===== src/rtl/cpu_pkg.sv =====
// Shared CPU-core constants: sequencing modes, stage indices and the
// legacy one-hot stage codes used by the fixed five-stage core.
package cpu_pkg;

  // Sequencing modes selected by stage_sequencer.PIPELINED
  localparam int MODE_MULTI = 0;
  localparam int MODE_PIPE  = 1;

  // Fetch is always stage 0; writeback index shown for the classic 5-stage core
  localparam int STAGE_FETCH = 0;
  localparam int STAGE_WBK   = 4;

  // One-hot stage codes kept for existing 5-stage users
  localparam logic [4:0] ST_IF  = 5'b00001;
  localparam logic [4:0] ST_ID  = 5'b00010;
  localparam logic [4:0] ST_EX  = 5'b00100;
  localparam logic [4:0] ST_MEM = 5'b01000;
  localparam logic [4:0] ST_WB  = 5'b10000;

  // Writeback index for an arbitrary stage count
  function automatic int wbk_index(input int num_stages);
    return num_stages - 1;
  endfunction

endpackage


===== src/rtl/event_counter.sv =====
// Free-running wrapping event counter with synchronous reset and an
// increment enable.
module event_counter #(
  parameter int CNT_W = 32
) (
  input  logic             clk_i,
  input  logic             rst_i,
  input  logic             inc_i,
  output logic [CNT_W-1:0] count_o
);

  logic [CNT_W-1:0] count_q;
  logic [CNT_W-1:0] count_d;

  // Next count: add one when the event fires, wrapping naturally at 2^CNT_W
  always_comb begin
    count_d = count_q + CNT_W'(inc_i);
  end

  // Count register with synchronous reset
  // NOTE: sequential state uses non-blocking (<=) so every flop samples pre-edge values.
  always_ff @(posedge clk_i) begin
    if (rst_i) begin
      count_q <= '0;
    end else begin
      count_q <= count_d;
    end
  end

  assign count_o = count_q;

endmodule


===== src/rtl/stage_sequencer.sv =====
// N-stage CPU stage controller: multi-cycle one-hot rotation or an
// overlapped pipeline with backpressure, plus flush, halt/drain and
// retire/stall event counters. stage_advance drives the datapath's
// inter-stage register load enables.
module stage_sequencer
  import cpu_pkg::*;
#(
  parameter int NUM_STAGES = 5,
  parameter int PIPELINED  = MODE_MULTI,
  parameter int CNT_W      = 32
) (
  input  logic                  sysclk,
  input  logic                  cpu_reset,
  input  logic [NUM_STAGES-1:0] stage_ready,
  input  logic                  flush,
  input  logic                  halt,
  output logic [NUM_STAGES-1:0] stage_active,
  output logic [NUM_STAGES-1:0] stage_advance,
  output logic                  retire,
  output logic                  busy,
  output logic [CNT_W-1:0]      retire_count,
  output logic [CNT_W-1:0]      stall_count
);

  localparam int                    LAST       = wbk_index(NUM_STAGES);
  localparam logic [NUM_STAGES-1:0] FETCH_ONLY = NUM_STAGES'(1) << STAGE_FETCH;

  logic [NUM_STAGES-1:0] stage_active_q;
  logic [NUM_STAGES-1:0] stage_active_d;
  logic                  stall_event;

  // Advance chain, built from writeback back toward fetch so each stage
  // can see whether its successor is free or moving on this cycle.
  for (genvar j = 0; j < NUM_STAGES; j++) begin : g_adv
    localparam int S = LAST - j;
    logic go;
    logic adv;
    if (j == 0) begin : g_wbk
      // Writeback never waits on anything downstream and survives flush
      assign go = 1'b1;
    end else if (PIPELINED == MODE_PIPE) begin : g_pipe
      assign go = ~flush & (~stage_active_q[S+1] | g_adv[j-1].adv);
    end else begin : g_multi
      assign go = ~flush;
    end
    assign adv              = stage_active_q[S] & stage_ready[S] & go;
    assign stage_advance[S] = adv;
  end

  // Next-state for the active vector in the selected mode
  always_comb begin
    // NOTE: default assigned first so no path leaves stage_active_d unassigned (no latch).
    stage_active_d = '0;
    if (PIPELINED == MODE_PIPE) begin
      // Fetch refills when empty or advancing unless halted
      stage_active_d[STAGE_FETCH] = halt ? (stage_active_q[STAGE_FETCH] & ~stage_advance[STAGE_FETCH])
                                         : 1'b1;
      for (int i = 1; i < NUM_STAGES; i++) begin
        stage_active_d[i] = stage_advance[i-1] | (stage_active_q[i] & ~stage_advance[i]);
      end
      if (flush) begin
        for (int i = 1; i < LAST; i++) begin
          stage_active_d[i] = 1'b0;
        end
        stage_active_d[STAGE_FETCH] = ~halt;
      end
    end else begin
      if (stage_active_q == '0 || (flush && !stage_active_q[LAST])) begin
        // Idle, or flushed without writeback in flight: restart at fetch
        stage_active_d[STAGE_FETCH] = ~halt;
      end else begin
        for (int i = 0; i < NUM_STAGES; i++) begin
          if (stage_active_q[i]) begin
            if (!stage_advance[i]) begin
              stage_active_d[i] = 1'b1;
            end else if (i == LAST) begin
              stage_active_d[STAGE_FETCH] = ~halt;
            end else begin
              stage_active_d[(i + 1) % NUM_STAGES] = 1'b1;
            end
          end
        end
      end
    end
  end

  // Active-vector register; reset parks a single token in fetch
  always_ff @(posedge sysclk) begin
    if (cpu_reset) begin
      stage_active_q <= FETCH_ONLY;
    end else begin
      stage_active_q <= stage_active_d;
    end
  end

  // A stall cycle is any active stage not ready, flush cycles excluded
  assign stall_event = ~flush & (|(stage_active_q & ~stage_ready));

  assign stage_active = stage_active_q;
  assign retire       = stage_advance[LAST];
  assign busy         = |stage_active_q;

  event_counter #(.CNT_W(CNT_W)) u_retire_cnt (
    .clk_i   (sysclk),
    .rst_i   (cpu_reset),
    .inc_i   (retire),
    .count_o (retire_count)
  );

  event_counter #(.CNT_W(CNT_W)) u_stall_cnt (
    .clk_i   (sysclk),
    .rst_i   (cpu_reset),
    .inc_i   (stall_event),
    .count_o (stall_count)
  );

endmodule


===== config.mk =====
export PLATFORM = sky130hd
export DESIGN_NAME = stage_sequencer
export DESIGN_NICKNAME = d
export VERILOG_FILES = /design/src/rtl/cpu_pkg.sv /design/src/rtl/event_counter.sv /design/src/rtl/stage_sequencer.sv
export SDC_FILE = /design/constraint.sdc
export NUM_CORES = 1
export LEC_CHECK = 0
export ABC_AREA = 0
export BUFFER_PORTS_ARGS = -buffer_cell sky130_fd_sc_hd__buf_4
export CORE_ASPECT_RATIO = 0.5
export CORE_MARGIN = 2
export CORE_UTILIZATION = 59
export CTS_BUF_LIST = sky130_fd_sc_hd__clkbuf_2
export DETAILED_ROUTE_END_ITERATION = 10
export GPL_TIMING_DRIVEN = 1
export PLACE_DENSITY = 0.86
export SYNTH_ARGS = -nofsm -noshare
export SYNTH_HDL_FRONTEND = slang
export SYNTH_SLANG_ARGS = --single-unit

===== constraint.sdc =====
create_clock -name sysclk -period 6.9 [get_ports sysclk]
set_clock_uncertainty 0.2 [all_clocks]
set_input_delay 0.345 -clock sysclk [delete_from_list [all_inputs] [get_ports sysclk]]
set_output_delay 0.345 -clock sysclk [all_outputs]
set_load 0.05 [all_outputs]

### Yosys cells after proc, flatten, opt, wreduce, memory -nomap -nowiden

Cells that the tools add are included.

| storage, ports and cells | value |
|---|---|
| register bits after elaboration | 69 |
| bits in latches | 0 |
| RAM bits | 0 |
| memory bits (read-only) | 0 |
| bits of input ports | 9 |
| output and inout port bits | 76 |
| logic and storage cells | 44 |
| memories kept | 0 |

| operators by class | value |
|---|---|
| $add $sub $neg | 2 |
| $mul | 0 |
| div/mod/pow operators | 0 |
| $lt $le $gt $ge | 0 |
| equality and inequality tests | 0 |
| shift-type cells | 0 |
| multiplexer cells | 17 |
| bitwise logic cells | 14 |
| reduce and logical (&&, ||, !) cells | 7 |

Operators with widths:

| kind | count |
|---|---|
| 32-bit by 1-bit adder with 32-bit output | 2 |
| 1-bit two-way mux | 13 |
| 1-bit AND | 10 |
| 5-bit OR reduction | 2 |
| 2-bit two-way mux | 4 |
| 5-bit AND | 1 |
| 5-bit logical NOT | 1 |
| 5-bit inverter | 1 |
| 1-bit inverter | 2 |
| 2-bit OR reduction | 1 |
| 1-bit logical AND | 1 |
| 1-bit logical NOT | 1 |
| 1-bit logical OR | 1 |

### Depth between registers and ports, before layout

Gate-level depths: netlist (run 1).

| depth | value |
|---|---|
| word-level depth | 12 |
| gate-level depth with buffers | 12 |
| mapped depth without buffers | 10 |

### Cells and area by module

A second synthesis (run 1) with hierarchy kept.

| second synthesis, totals | value |
|---|---|
| cells, all modules | 374 |
| area, all modules | 3313.2 µm² |

By module, submodules not included:

| module | instances | cells an instance | area an instance (µm²) | sequential area each (µm²) |
|---|---|---|---|---|
| event_counter | 2 | 166 | 1478.9 | 640.6 |
| stage_sequencer | 1 | 42 | 355.3 | 100.1 |

### Worst setup path after synthesis (run 1)

Ideal clock, no wire load.

| timing path | value |
|---|---|
| kind | flip-flop to flip-flop |
| start | register stage_active_q[4] (netlist: stage_active[4]) |
| end | register u_retire_cnt.count_q[28] (netlist: u_retire_cnt.count_o[28]) |
| library setup time | 0.121 ns |
| data arrival time | 2.763 ns |
| required time | 6.579 ns |
| slack | 3.816 ns |
| cell stages (with the launch flop) | 10 |
| path buffers | 1 |
| clock period less this slack | 3.084 ns |
| path through | dfxtp_1 > nand2_1 > inv_1 > ha_1 > ha_1 > and4_1 > nand4bb_1 > clkbuf_1 > nor4_1 > mux2_2 |

| on the way | value |
|---|---|
| longest elaborated chain between the ends | 2 |

RTL lines:

| element | RTL line | source |
|---|---|---|
| start: declaration | stage_sequencer.sv:28 | `logic [NUM_STAGES-1:0] stage_active_q;` |
| start signal: assignment | stage_sequencer.sv:92 | `stage_active_q <= stage_active_d;` |
| 1-bit AND | stage_sequencer.sv:46 | `assign adv = stage_active_q[S] & stage_ready[S] & go;` |
| via retire | stage_sequencer.sv:19 | `output logic retire,` |
| 32-bit by 1-bit adder with 32-bit output | event_counter.sv:17 | `count_d = count_q + CNT_W'(inc_i);` |
| end signal: assignment | event_counter.sv:26 | `count_q <= count_d;` |
| end: declaration | event_counter.sv:12 | `logic [CNT_W-1:0] count_q;` |

The timed path passes the listed nets, and every way through them passes these cells.
A chain may end at the register's enable or synchronous reset.

### Worst setup path in the final report (run 1)

| timing path | value |
|---|---|
| start | input port stage_ready[4] |
| end | register u_stall_cnt.count_q[20] (netlist: u_stall_cnt.count_o[20]) |

| on the way | value |
|---|---|
| longest elaborated chain between the ends | 5 |

RTL lines:

| element | RTL line | source |
|---|---|---|
| start: declaration | stage_sequencer.sv:14 | `input logic [NUM_STAGES-1:0] stage_ready,` |
| 5-bit inverter | stage_sequencer.sv:97 | `assign stall_event = ~flush & (\|(stage_active_q & ~stage_ready));` |
| 5-bit AND | stage_sequencer.sv:97 |  |
| 5-bit OR reduction | stage_sequencer.sv:97 |  |
| 1-bit AND | stage_sequencer.sv:97 |  |
| 32-bit by 1-bit adder with 32-bit output | event_counter.sv:17 |  |
| end signal: assignment | event_counter.sv:26 |  |
| end: declaration | event_counter.sv:12 |  |

No other way between the ends.

==> out/summary.md, run 1 <==
The final cell utilization of the core is 0.740. Path class of the lowest-slack min-delay path: in2reg. The number of gates resized after CTS was 0.

The fraction of final layout cells sized beyond drive strength 1 works out to 0.231. In this run, synthesis inferred 0 flip-flops with an integrated enable. Wires add up to 7620 um.

The net count of the finished layout is 471. After global routing the overflow that remains totals 0. The logs give 9 for the number of buffers inserted during clock tree synthesis and 0 for the number of diodes. The tools report the pin count of the biggest net entering global routing as 69. Setup repair after global routing left no endpoint under its margin. The tools report the count of different cell masters after synthesis as 40. The peak clock frequency supported by timing came out at 337 MHz. Post-detailed-route count of antenna-violating nets: 0. The run gives 0 as the warning count from the yosys run. The die covers 0.00617 mm^2. For this design the static power due to leakage is 1.51 nW. The most used flip-flop cell after synthesis is sky130_fd_sc_hd__dfxtp_1. Final routed wire length divided by cell count: 14.2 um. At the later pin of the worst-skew pair, clock insertion delay measures 0.53 ns. Routability-driven placement finished with a final weighted congestion of 0.812. After detailed routing, the number of remaining DRC violations is 0. The fraction of synthesis flops using an asynchronous set or reset pin is 0. The run gives 0.00138 mm^2 as the area taken by flip-flops and latches. The maximum ir drop on the vdd rail was 0.000102 V; the area share of the largest cell type after synthesis was 0.424.

TritonCTS built the clock tree. The tool flagged a number of max-cap violations equal to 0. Data on the critical path is required at its endpoint by 7.17 ns. For this run, the detailed router's first-pass iteration total came to 5.

After detailed routing, the number of vias per cell comes to 5.78. Summed over all failing endpoints, the final setup total negative slack is 0 ns. The vertical extent of the die is 56.5 um. The run gives 0.00326 mm^2 as the cell area after synthesis.

The number of nets handed over by synthesis was 394. The count of final setup violators is 0, and the clock input transition at the sequential cells of the worst setup and hold paths is 0.21 ns. The tools report the count of pins over their slew limit as 0. The cell sitting at the root of the clock tree is a sky130_fd_sc_hd__clkbuf_2. The kind of start point of the critical path is a primary input.

For the pin with the worst max-slew slack, the measured transition is 0.811 ns. After the first detailed-routing iteration, the DRC count stood at 187. The first global-routing pass estimated 12,400 um of wire. The run gives 0 as the number of antenna violations at the first check in global routing.

In this run the post-CTS setup repair buffer count came out at 0. The run gives 381 as the instance count of the mapped netlist. STA classifies the critical path endpoint as a flop. The die outline width works out to 109 um.

For this design the ratio of total power to cell area is 159 mW/mm^2. The number of global-route vias before repair is 2,867, and the number of inserted filler cells in the final layout is 410. Biggest fanout along the worst timing path: 16. The flow ran to the end, and the final reports show no timing, DRC or antenna violations. The multi-input combinational cells in the finished layout cover a total of 0.00167 mm^2.

For the number of placement rows, the log shows 19. The logs give 69 for the total clock sinks and 3 for the number of levels the H-tree was split into. The tools report the arrival time reported for the critical path endpoint as 3.24 ns. Cell with the largest stage delay on the worst path: sky130_fd_sc_hd__or4_1.

Input and output buffers added on the ports amount to 84. The worst slew slack as a fraction of its limit is 0.457, and the initial cell density of the core is 0.604. Counting along the longest clock path gives a buffer depth of 2. The clock period could shrink to 2.97 ns. The fraction of the cycle the final worst path needs is 0.430, and the number of hold violations in the final report is 0. The biggest area contributor in the post-synthesis netlist is sky130_fd_sc_hd__dfxtp_1.

The critical path goes through dlygate4sd3_1 > buf_4 > nand2b_1 > o221ai_1 > a221oi_1 > nor2_1 > ha_1 > ha_1 > nand2_1 > or3_1 > or4_1 > a21oi_1. The critical path start-end classification was in2reg. After legalization and detailed placement, the total HPWL measured 5200 um. The fraction of the yosys area taken by sequential cells was 0.424; the largest incremental delay on the critical path was 0.57 ns.

For the combined global-route utilization of all metal layers, the log shows 0.254. Relative to the synthesized area, the layout overhead comes to 22.6%. The tools report the area of the placeable core as 0.00540 mm^2. Counting stages on the worst path, the most repeated cell is sky130_fd_sc_hd__ha_1.

For this run, the number of standard cells in the final layout without fillers is 536. Once placement completed, the tool counted placed cells totaling 514. For the I/O pin count, the log shows 85.

Across all layers, the routed design uses 3,098 vias. Synthesized area per cell: 8.55 um^2. In the post-synthesis netlist, the biggest area contributors are sky130_fd_sc_hd__dfxtp_1 (42%), sky130_fd_sc_hd__a21oi_1 (6.0%), sky130_fd_sc_hd__or4_1 (5.5%). The number of synthesized register bits came out at 69.
[cell type report]
| cell class | instances | share of cell area |
|---|---|---|
| clock inverter | 6 | 0.0100 |
| multi-input combinational | 270 | 0.419 |
| clock buffer | 10 | 0.0125 |
| inverter | 18 | 0.0169 |
| tap | 73 | 0.0229 |
| sequential | 69 | 0.346 |
| timing repair buffer | 90 | 0.173 |
[critical path, delay by kind of cell]
| family | cells | cell delay [ns] |
|---|---|---|
| buf+inv | 2 | 0.69 |
| simple gates | 5 | 1.52 |
| fa+ha+maj | 2 | 0.39 |
| compound gates | 3 | 0.30 |
[Yosys cell counts (all sizes together) (8+ instances only)]
library cell	instances
xor2	10
or3	14
nand3	17
dfxtp	69
clkbuf	10
a21oi	39
o21ai	11
nor4	8
xnor2	13
nor2	27
buf	13
o31ai	22
nand2	25
inv	18
nand4	17
or4	25
[logic make-up (layout without fill, tap and decap cells)]
logic type,Yosys count,in the layout,synth area share
AND/OR/NAND/NOR,161,161,0.280
flip-flops,69,69,0.424
adder cells (fa/ha/maj),4,4,0.0154
XOR/XNOR,23,23,0.0619
multiplexers,2,2,0.00691
AO/OA/AOI/OAI,80,80,0.149
buffers and inverters,42,124,0.0626
[registers in the layout (all words and copies together), names as in the netlist]
| register | flops |
|---|---|
| stage_active | 5 |
| u_stall_cnt.count_o | 32 |
| u_retire_cnt.count_o | 32 |
[cell usage in the layout (no fill, tap or decap), types with 2 or more instances in the layout]
cell type,instances
sky130_fd_sc_hd__buf_4,84
sky130_fd_sc_hd__dfxtp_1,69
sky130_fd_sc_hd__a21oi_1,39
sky130_fd_sc_hd__nor2_1,27
sky130_fd_sc_hd__nand2_1,25
sky130_fd_sc_hd__or4_1,24
sky130_fd_sc_hd__o31ai_1,22
sky130_fd_sc_hd__inv_1,18
sky130_fd_sc_hd__nand4_1,17
sky130_fd_sc_hd__nand3_1,16
sky130_fd_sc_hd__or3_1,14
sky130_fd_sc_hd__xnor2_1,13
sky130_fd_sc_hd__o21ai_0,11
sky130_fd_sc_hd__xor2_1,10
sky130_fd_sc_hd__clkbuf_2,10
sky130_fd_sc_hd__nor4_1,8
sky130_fd_sc_hd__and3_1,6
sky130_fd_sc_hd__nor2b_1,6
sky130_fd_sc_hd__dlygate4sd3_1,6
sky130_fd_sc_hd__nor3_1,4
sky130_fd_sc_hd__and4_1,4
sky130_fd_sc_hd__ha_1,4
sky130_fd_sc_hd__nand2b_1,3
sky130_fd_sc_hd__clkinv_2,3
sky130_fd_sc_hd__and2_1,2
sky130_fd_sc_hd__mux2_2,2
sky130_fd_sc_hd__clkinv_4,2
[power by group]
part           leakage (nW)  internal (mW)  switching, mW  total, mW
Clock                0.0617         0.0482          0.153      0.201
Sequential            0.556          0.401        0.00138      0.402
Combinational         0.895         0.0111         0.0208     0.0319
[metal layers]
metal,vias to the layer above,GRT usage,part of all wire
met5,-,0,0
met4,0,0.0934,0.0089
met3,6,0.0801,0.047
met2,79,0.439,0.51
met1,1462,0.296,0.43
li1,1551,-,-
[path summary, 6_finish.rpt]
kind	cells after the start	to	slack, ns	from
worst max-delay path	12	u_stall_cnt.count_o[20]	3.93	stage_ready[4]
worst min-delay path	4	stage_active[1]	0.04	stage_ready[0]
worst max register to register	10	u_stall_cnt.count_o[20]	4.02	stage_active[1]
worst min register to register	2	u_retire_cnt.count_o[26]	0.31	u_retire_cnt.count_o[26]
[what timing repair did]
action,CTS,global route
setup endpoints to repair,0,0
hold endpoints to repair,4,0
hold buffers,6,0
[per-stage QoR]
stage / total power, mW / hold slack (ns) / instance area [um^2] / setup WS (ns)
global route: 0.660 / 0.0297 / 3990 / 3.76
global placement: 0.439 / 0.265 / 3840 / 4.05
floorplan: 0.430 / 0.347 / 3260 / 3.82
CTS: 0.638 / 0.0107 / 3990 / 3.96
finish: 0.635 / 0.0355 / 3990 / 3.93
detailed placement: 0.440 / 0.293 / 3840 / 3.94
(Power assumes the default switching activity.)
==> inputs of run 2 (changes only) <==
- CORE_UTILIZATION: 59 -> 49
- PLACE_DENSITY: 0.86 -> 0.76
- clock period: 6.9 -> 2.49 ns (I/O delays scaled with it)
==> out/summary.md, run 2 (same netlist as run 1, synthesis figures left out) <==
The run finished, with violations left. The checks that failed: setup timing. The length in cells of the worst reg-to-reg path works out to 11 (+1). The global-route wire length before repair came out at 13,900 um (+13%). The run gives 0.00623 mm^2 (+15%) as the area of the placeable core.

Traced cell by cell, the critical path runs through inv_2 > o221ai_2 > a221oi_2 > nor2_1 > ha_2 > ha_4 > nand2_4 > or3_4 > buf_12 > or4_4 > a21oi_2. The fraction of final layout cells sized beyond drive strength 1 was 0.317 (+0.0862); the peak clock frequency supported by timing was 398 MHz. The min-delay analysis places its worst path in the category in2reg. The max-capacitance violation count was 0 (unchanged); the number of input and output port buffers inserted was 84 (unchanged).

Weighted congestion at the end of routability-driven global placement: 0.839 (+3.4%). In the layout the commonest cells are sky130_fd_sc_hd__buf_4 (105), sky130_fd_sc_hd__dfxtp_1 (64), sky130_fd_sc_hd__a21oi_1 (37). The biggest fanout along the worst timing path works out to 6 (-10).

The run gives 0.000342 V (+230%) as the maximum ir drop on the vdd rail. The leakage dissipation came out at 1.69 nW (+11%). The logs give 0 (unchanged) for the count of pins over their slew limit and 495 um (+37%) for the detailed-routed wire length on met3. The clock input transition at the sequential cells of the worst setup and hold paths was 0.20 ns (about the same); the vertical extent of the die was 61.7 um (+9.0%).

The worst register-to-register path ends at u_stall_cnt.count_o[24]. The tools report the minimum setup slack in the final design as -0.0232 ns (-3.95 ns). The sum of overflow across all layers after global routing is 0 (unchanged), and the fraction of the cycle the final worst path needs is 1.01. The tools report the detailed-placement wirelength estimate as 5730 um (+10%). For the number of antenna violations at the first check in global routing, the log shows 0 (unchanged).

The logs give 0.714 (-0.0262) for the final cell utilization of the core and 0.00735 mm^2 (+19%) for the total die area. The number of hold violations in the final report came out at 0 (unchanged). Number of levels the H-tree was split into: 3 (unchanged). Setup repair after global routing could not meet its margin everywhere. The per-cell via count in the routed design came out at 5.69 (-1.5%). The pin slew with the least headroom to its limit was 0.412 ns (-0.399 ns); the routed length on met1 was 3660 um (+11%). The arrival time reported for the critical path endpoint was 2.81 ns (-0.43 ns). The die outline width is 119 um (+9.4%), and the initial cell density of the core is 0.523 (-0.0808).

The final critical delay including setup and external delays was 2.51 ns. The tools report the root buffer cell as sky130_fd_sc_hd__clkbuf_2. The post-detailed-route count of antenna-violating nets is 0 (unchanged), and the count of final setup violators is 2 (+2). STA classifies the critical path startpoint as a flop. The library cell used most frequently in the layout, excluding fill and tap cells, is sky130_fd_sc_hd__buf_4. The buffer depth of the longest clock path is 2 (unchanged), and the number of design-rule violations left by the first detailed-router iteration is 183 (-2.1%). The clock latency at the later pin of the worst-skew pair was 0.53 ns (about the same); the number of placement rows was 20 (+1).

The run gives 4 (-1) as the number of iterations in the first detailed-routing pass. The reg2reg setup slack is -0.02 ns (-4.04 ns), and the worst slew slack as a fraction of its limit is 0.723 (+0.265). Worst hold slack after final layout: 0.0623 ns (+0.0268 ns). Compared with the post-synthesis result, the final layout area differs by 36.5%.

The startpoint identified for the worst hold timing path is stage_ready[3]. The total clock sinks was 69 (unchanged). TritonCTS built the clock tree. The run gives 0 (unchanged) as the number of diodes. The cell depth of the worst min-delay path is 6 (+2). In this run the critical register-to-register path is launched from stage_active[0]. The number of nets at the end of the flow was 506 (+7.4%); the largest incremental delay on the critical path was 0.48 ns (-0.09 ns). For the pin count of the biggest net entering global routing, the log shows 40 (-42%). The sort of element at the end of the critical path is a flop.

The number of buffers inserted during clock tree synthesis is 9 (unchanged), and the I/O pin count is 85 (unchanged). The final routed wire length divided by cell count was 15.0 um (+5.6%). The tools report the endpoint with the worst hold slack as u_stall_cnt.count_o[0]. The power density over cell area is 390 mW/mm^2 (+150%). Amount of wire on met2 after detailed routing: 4510 um (+16%).

The number of global-route vias before repair was 3,071 (+7.1%); the overall routed net length was 8800 um (+15%). The run gives 524 (+28%) as the number of inserted filler cells in the final layout. The number of DRC violations after detailed routing was 0 (unchanged). Uppermost signal routing layer after detailed routing: met4.

The critical path start-end classification was reg2reg. Required time at the worst-slack endpoint: 2.79 ns (-4.38 ns). On the critical path, the stage with the largest delay is an instance of sky130_fd_sc_hd__or4_4. The logs give 3,336 (+7.7%) for the count of vias placed by the detailed router and 0.244 (-0.0101) for the combined global-route utilization of all metal layers.
[run 2: final cells by class]
class                      instances  area (um^2)  area share
tap                               88          110      0.0248
clock buffer                      11         55.1      0.0124
timing repair buffer             124          992       0.223
clock inverter                     5         18.8     0.00422
sequential                        69         1400       0.314
inverter                          18         71.3      0.0160
multi-input combinational        271         1800       0.406
[run 2: routing by layer]
metal | vias up | track usage
li1 | 1625 | -
met1 | 1603 | 0.271
met2 | 93 | 0.470
met3 | 15 | 0.0713
met4 | 0 | 0.0824
met5 | - | 0
[run 2: metrics by stage]
stage          TNS (ns)  power [mW]  area [um^2]  worst slack, ns  std cells
2_1_floorplan    -0.868        1.19         3340           -0.103        381
3_3_place_gp     -0.483        1.22         4070          -0.0709        547
3_5_place_dp      -1.30        1.23         4070           -0.188        547
4_1_cts          -0.427        1.74         4410          -0.0959        586
5_1_grt           -1.18        1.80         4450           -0.150        586
6_report        -0.0434        1.73         4450          -0.0232        586
[run 2: worst max-delay path by stage]
stage | start | end | depth (start not counted)
finish | stage_active[0] | u_stall_cnt.count_o[24] | 11
global route | stage_active[0] | u_stall_cnt.count_o[16] | 12
CTS | stage_active[0] | u_stall_cnt.count_o[24] | 11
detailed placement | stage_active[0] | u_stall_cnt.count_o[20] | 10
global placement | stage_active[0] | u_stall_cnt.count_o[18] | 10
floorplan | stage_active[0] | u_stall_cnt.count_o[24] | 11
[run 2: repair_timing]
item	4_1_cts	5_1_grt
cloned	1	0
hold endpoints to repair	39	0
gates resized for setup	13	7
setup buffers	7	0
setup endpoints to repair	13	23
hold buffers	15	0
pin swaps	26	11
[run 2: power breakdown]
group,total (mW),internal [mW],switching [mW]
combinational,0.110,0.0439,0.0665
clock,0.511,0.124,0.387
sequential,1.11,1.11,0.00332
[run 2: critical path: cells and delay by family (launching register included)]
family	cells	cell delay (ns)
AO/OA/AOI/OAI	3	0.36
adder cells (fa/ha/maj)	2	0.35
buffers and inverters	2	0.17
flip-flops	1	0.39
AND/OR/NAND/NOR	4	1.01
==> inputs of run 3 (changes only) <==
- ABC_CLOCK_PERIOD_IN_PS: unset -> 2490
- MAX_ROUTING_LAYER: unset -> met4
==> out/summary.md, run 3 (same netlist as run 1, synthesis figures left out) <==
The origin of the critical flop-to-flop path is stage_active[0]. TritonCTS built the clock tree. The run gives 0 (unchanged) as the number of diodes. The worst setup path is captured at a flop. The run finished, with violations left. The number of input and output port buffers inserted came out at 84 (unchanged). The fraction of final layout cells sized beyond drive strength 1 came out at 0.341 (+0.0241). The tools report the worst reg2reg path endpoint as u_stall_cnt.count_o[19].

The arrival time reported for the critical path endpoint is 2.86 ns (+0.05 ns), and the buffer depth of the longest clock path is 2 (unchanged). The power density over cell area works out to 387 mW/mm^2 (-0.56%). The number of hold violations in the final report was 0 (unchanged); the length in cells of the worst reg-to-reg path was 11 (unchanged). The weighted congestion at the end of routability-driven global placement is 0.851 (+1.4%). Vertical extent of the die: 61.7 um (unchanged). The pin count of the biggest net entering global routing came out at 46 (+15%). The worst setup path is launched from a flop. The path class of the lowest-slack min-delay path was in2reg. Setup repair after global routing could not meet its margin everywhere. The tools report the number of global-route vias before repair as 3,007 (-2.1%).

The proportion of power drawn by the clock network is 0.293 (-0.002), and the sequential fraction of design power is 0.640 (about the same). The minimum setup slack in the final design is -0.0864 ns (-0.0633 ns). Max-capacitance violation count: 0 (unchanged). Reg2reg setup slack: -0.09 ns (-0.06 ns). For the clock latency at the later pin of the worst-skew pair, the log shows 0.53 ns (about the same).

The run gives 388 MHz (-2.5%) as the peak clock frequency supported by timing. The total clock sinks is 69 (unchanged). The final reports fail on setup timing. From synthesis to final layout, the design area changed by 37.6%. Sum of overflow across all layers after global routing: 0 (unchanged). The logs give 546 (-0.18%) for the cell total after placement and 2.77 ns (-0.02 ns) for the required time at the worst-slack endpoint.

The total die area was 0.00735 mm^2 (unchanged). Per-cell via count in the routed design: 5.68 (-0.15%). Proportion of total power due to net switching: 0.263 (about the same). The worst hold slack after final layout was 0.0758 ns (+0.0135 ns); the I/O pin count was 85 (unchanged).

The run gives 20 (unchanged) as the number of placement rows. The pin slew with the least headroom to its limit was 0.341 ns (-0.0713 ns). For the global-route wire length before repair, the log shows 13,900 um (-0.14%). The leakage dissipation was 1.70 nW (+0.64%); the biggest fanout along the worst timing path was 8 (+2).

For the number of DRC violations after detailed routing, the log shows 0 (unchanged). The path with the worst hold slack has its endpoint at u_stall_cnt.count_o[0]. The logs give 5 (+1) for the number of iterations in the first detailed-routing pass and 505 (-0.20%) for the number of nets at the end of the flow.

The post-detailed-route count of antenna-violating nets was 0 (unchanged). The run gives 9 (unchanged) as the number of buffers inserted during clock tree synthesis. The critical path start-end classification was reg2reg. Critical hold path startpoint: stage_ready[3]. The count of vias placed by the detailed router was 3,314 (-0.66%); the clock input transition at the sequential cells of the worst setup and hold paths was 0.18 ns (-0.02 ns). The final critical delay including setup and external delays came out at 2.58 ns (+0.0633 ns). The tools report the maximum ir drop on the vdd rail as 0.000274 V (-20%). The number of design-rule violations left by the first detailed-router iteration came out at 197 (+7.7%). The cell depth of the worst min-delay path is 6 (unchanged). The root buffer cell chosen for the clock tree is sky130_fd_sc_hd__clkbuf_2. The initial cell density of the core was 0.523 (unchanged); the fraction of the cycle the final worst path needs was 1.03 (+0.0254). The final routed wire length divided by cell count works out to 15.5 um (+3.5%). The total negative slack came out at -0.192 ns (-0.148 ns). Number of levels the H-tree was split into: 3 (unchanged). The library cell used most frequently in the layout, excluding fill and tap cells, is sky130_fd_sc_hd__buf_4.

The run gives 9060 um (+2.9%) as the overall routed net length. Die outline width: 119 um (unchanged). The library cells used most frequently in the layout, excluding fill and tap cells, are sky130_fd_sc_hd__buf_4 (101), sky130_fd_sc_hd__dfxtp_1 (64), sky130_fd_sc_hd__a21oi_1 (31). The number of antenna violations at the first check in global routing was 0 (unchanged). Combined global-route utilization of all metal layers: 0.252 (+0.00784). The internal power contribution was 1.28 mW (+0.29%). The final cell count without fillers was 583 (-0.51%).

The count of pins over their slew limit is 0 (unchanged). The tools report the detailed-placement wirelength estimate as 5650 um (-1.5%). The tools report the net switching power as 458 uW (+0.16%). The run gives 0.771 (+0.0479) as the worst slew slack as a fraction of its limit. Count of final setup violators: 6 (+4).

The run gives 0.067 (+0.003) as the combinational share of power. Area of the placeable core: 0.00623 mm^2 (unchanged).
## run 3: changes by cell type in the layout (fill, tap and decap cells not counted), moves of 3 or more
| cell | change |
|---|---|
| sky130_fd_sc_hd__clkinv_2 | +3 |
| sky130_fd_sc_hd__a21oi_2 | +6 |
| sky130_fd_sc_hd__buf_4 | -4 |
| sky130_fd_sc_hd__or4_1 | -3 |
| sky130_fd_sc_hd__clkinv_1 | -5 |
| sky130_fd_sc_hd__a21oi_1 | -6 |
| sky130_fd_sc_hd__or4_4 | +3 |
## run 3: power by group through the flow
stage / sequential (mW) / clock [mW] / combinational (mW)
2_1_floorplan: 1.15 / 0 / 0.0453
3_3_place_gp: 1.13 / 0 / 0.0904
3_5_place_dp: 1.13 / 0 / 0.0926
4_1_cts: 1.11 / 0.518 / 0.111
5_1_grt: 1.11 / 0.561 / 0.123
6_report: 1.11 / 0.509 / 0.117
## run 3: how the worst max path moves through the flow
stage	startpoint	to	depth (start not counted)	slack [ns]
6_report	stage_active[0]	u_stall_cnt.count_o[19]	11	-0.09
5_1_grt	stage_active[0]	u_stall_cnt.count_o[19]	11	-0.20
4_1_cts	stage_active[0]	u_stall_cnt.count_o[18]	10	-0.004
3_5_place_dp	stage_active[0]	u_stall_cnt.count_o[24]	10	-0.11
3_3_place_gp	stage_active[0]	u_stall_cnt.count_o[20]	10	-0.04
2_1_floorplan	stage_active[0]	u_stall_cnt.count_o[24]	11	-0.10
## run 3: worst max-delay path, cell delays in order (launching register included)
cell and delay (ns):
sky130_fd_sc_hd__dfxtp_4 0.38, sky130_fd_sc_hd__inv_2 0.04, sky130_fd_sc_hd__o221ai_2 0.20, sky130_fd_sc_hd__a221oi_2 0.05, sky130_fd_sc_hd__nor2_1 0.12, sky130_fd_sc_hd__ha_2 0.23, sky130_fd_sc_hd__buf_6 0.11, sky130_fd_sc_hd__nand3_4 0.07
sky130_fd_sc_hd__or3_4 0.45, sky130_fd_sc_hd__buf_6 0.14, sky130_fd_sc_hd__or4_1 0.39, sky130_fd_sc_hd__a21oi_1 0.16
## run 3: what timing repair did
item                                    CTS  global route
gates resized for setup                   3            29
setup buffers                             1             4
endpoints found under the setup margin   14            21
gates cloned                              0             1
hold buffers                             17             0
hold endpoints to repair                 47             0
pin swaps                                 0            24
## run 3: final cells by class
type | instances | area [um^2]
fillers | 499 | 1750
flip-flops and latches | 69 | 1400
clock buffers | 11 | 55.1
well taps | 88 | 110
multi-input cells | 271 | 1840
inverters | 18 | 71.3
clock inverters | 3 | 15.0
repair buffers | 123 | 995
## run 3: layer usage
metal,wire length (um),vias to the layer above,GRT usage
li1,-,1627,-
met1,3810,1573,0.272
met2,4610,97,0.452
met3,468,17,0.0731
met4,172,0,0.109
met5,0,-,-
## run 3: through the flow
stage | area (um^2) | total power, mW | utilization | setup WS (ns)
5_1_grt | 4480 | 1.80 | 0.719 | -0.201
3_3_place_gp | 4060 | 1.22 | 0.652 | -0.0401
4_1_cts | 4340 | 1.74 | 0.696 | -0.00417
3_5_place_dp | 4060 | 1.23 | 0.652 | -0.108
6_report | 4480 | 1.74 | 0.719 | -0.0864
2_1_floorplan | 3340 | 1.19 | - | -0.103
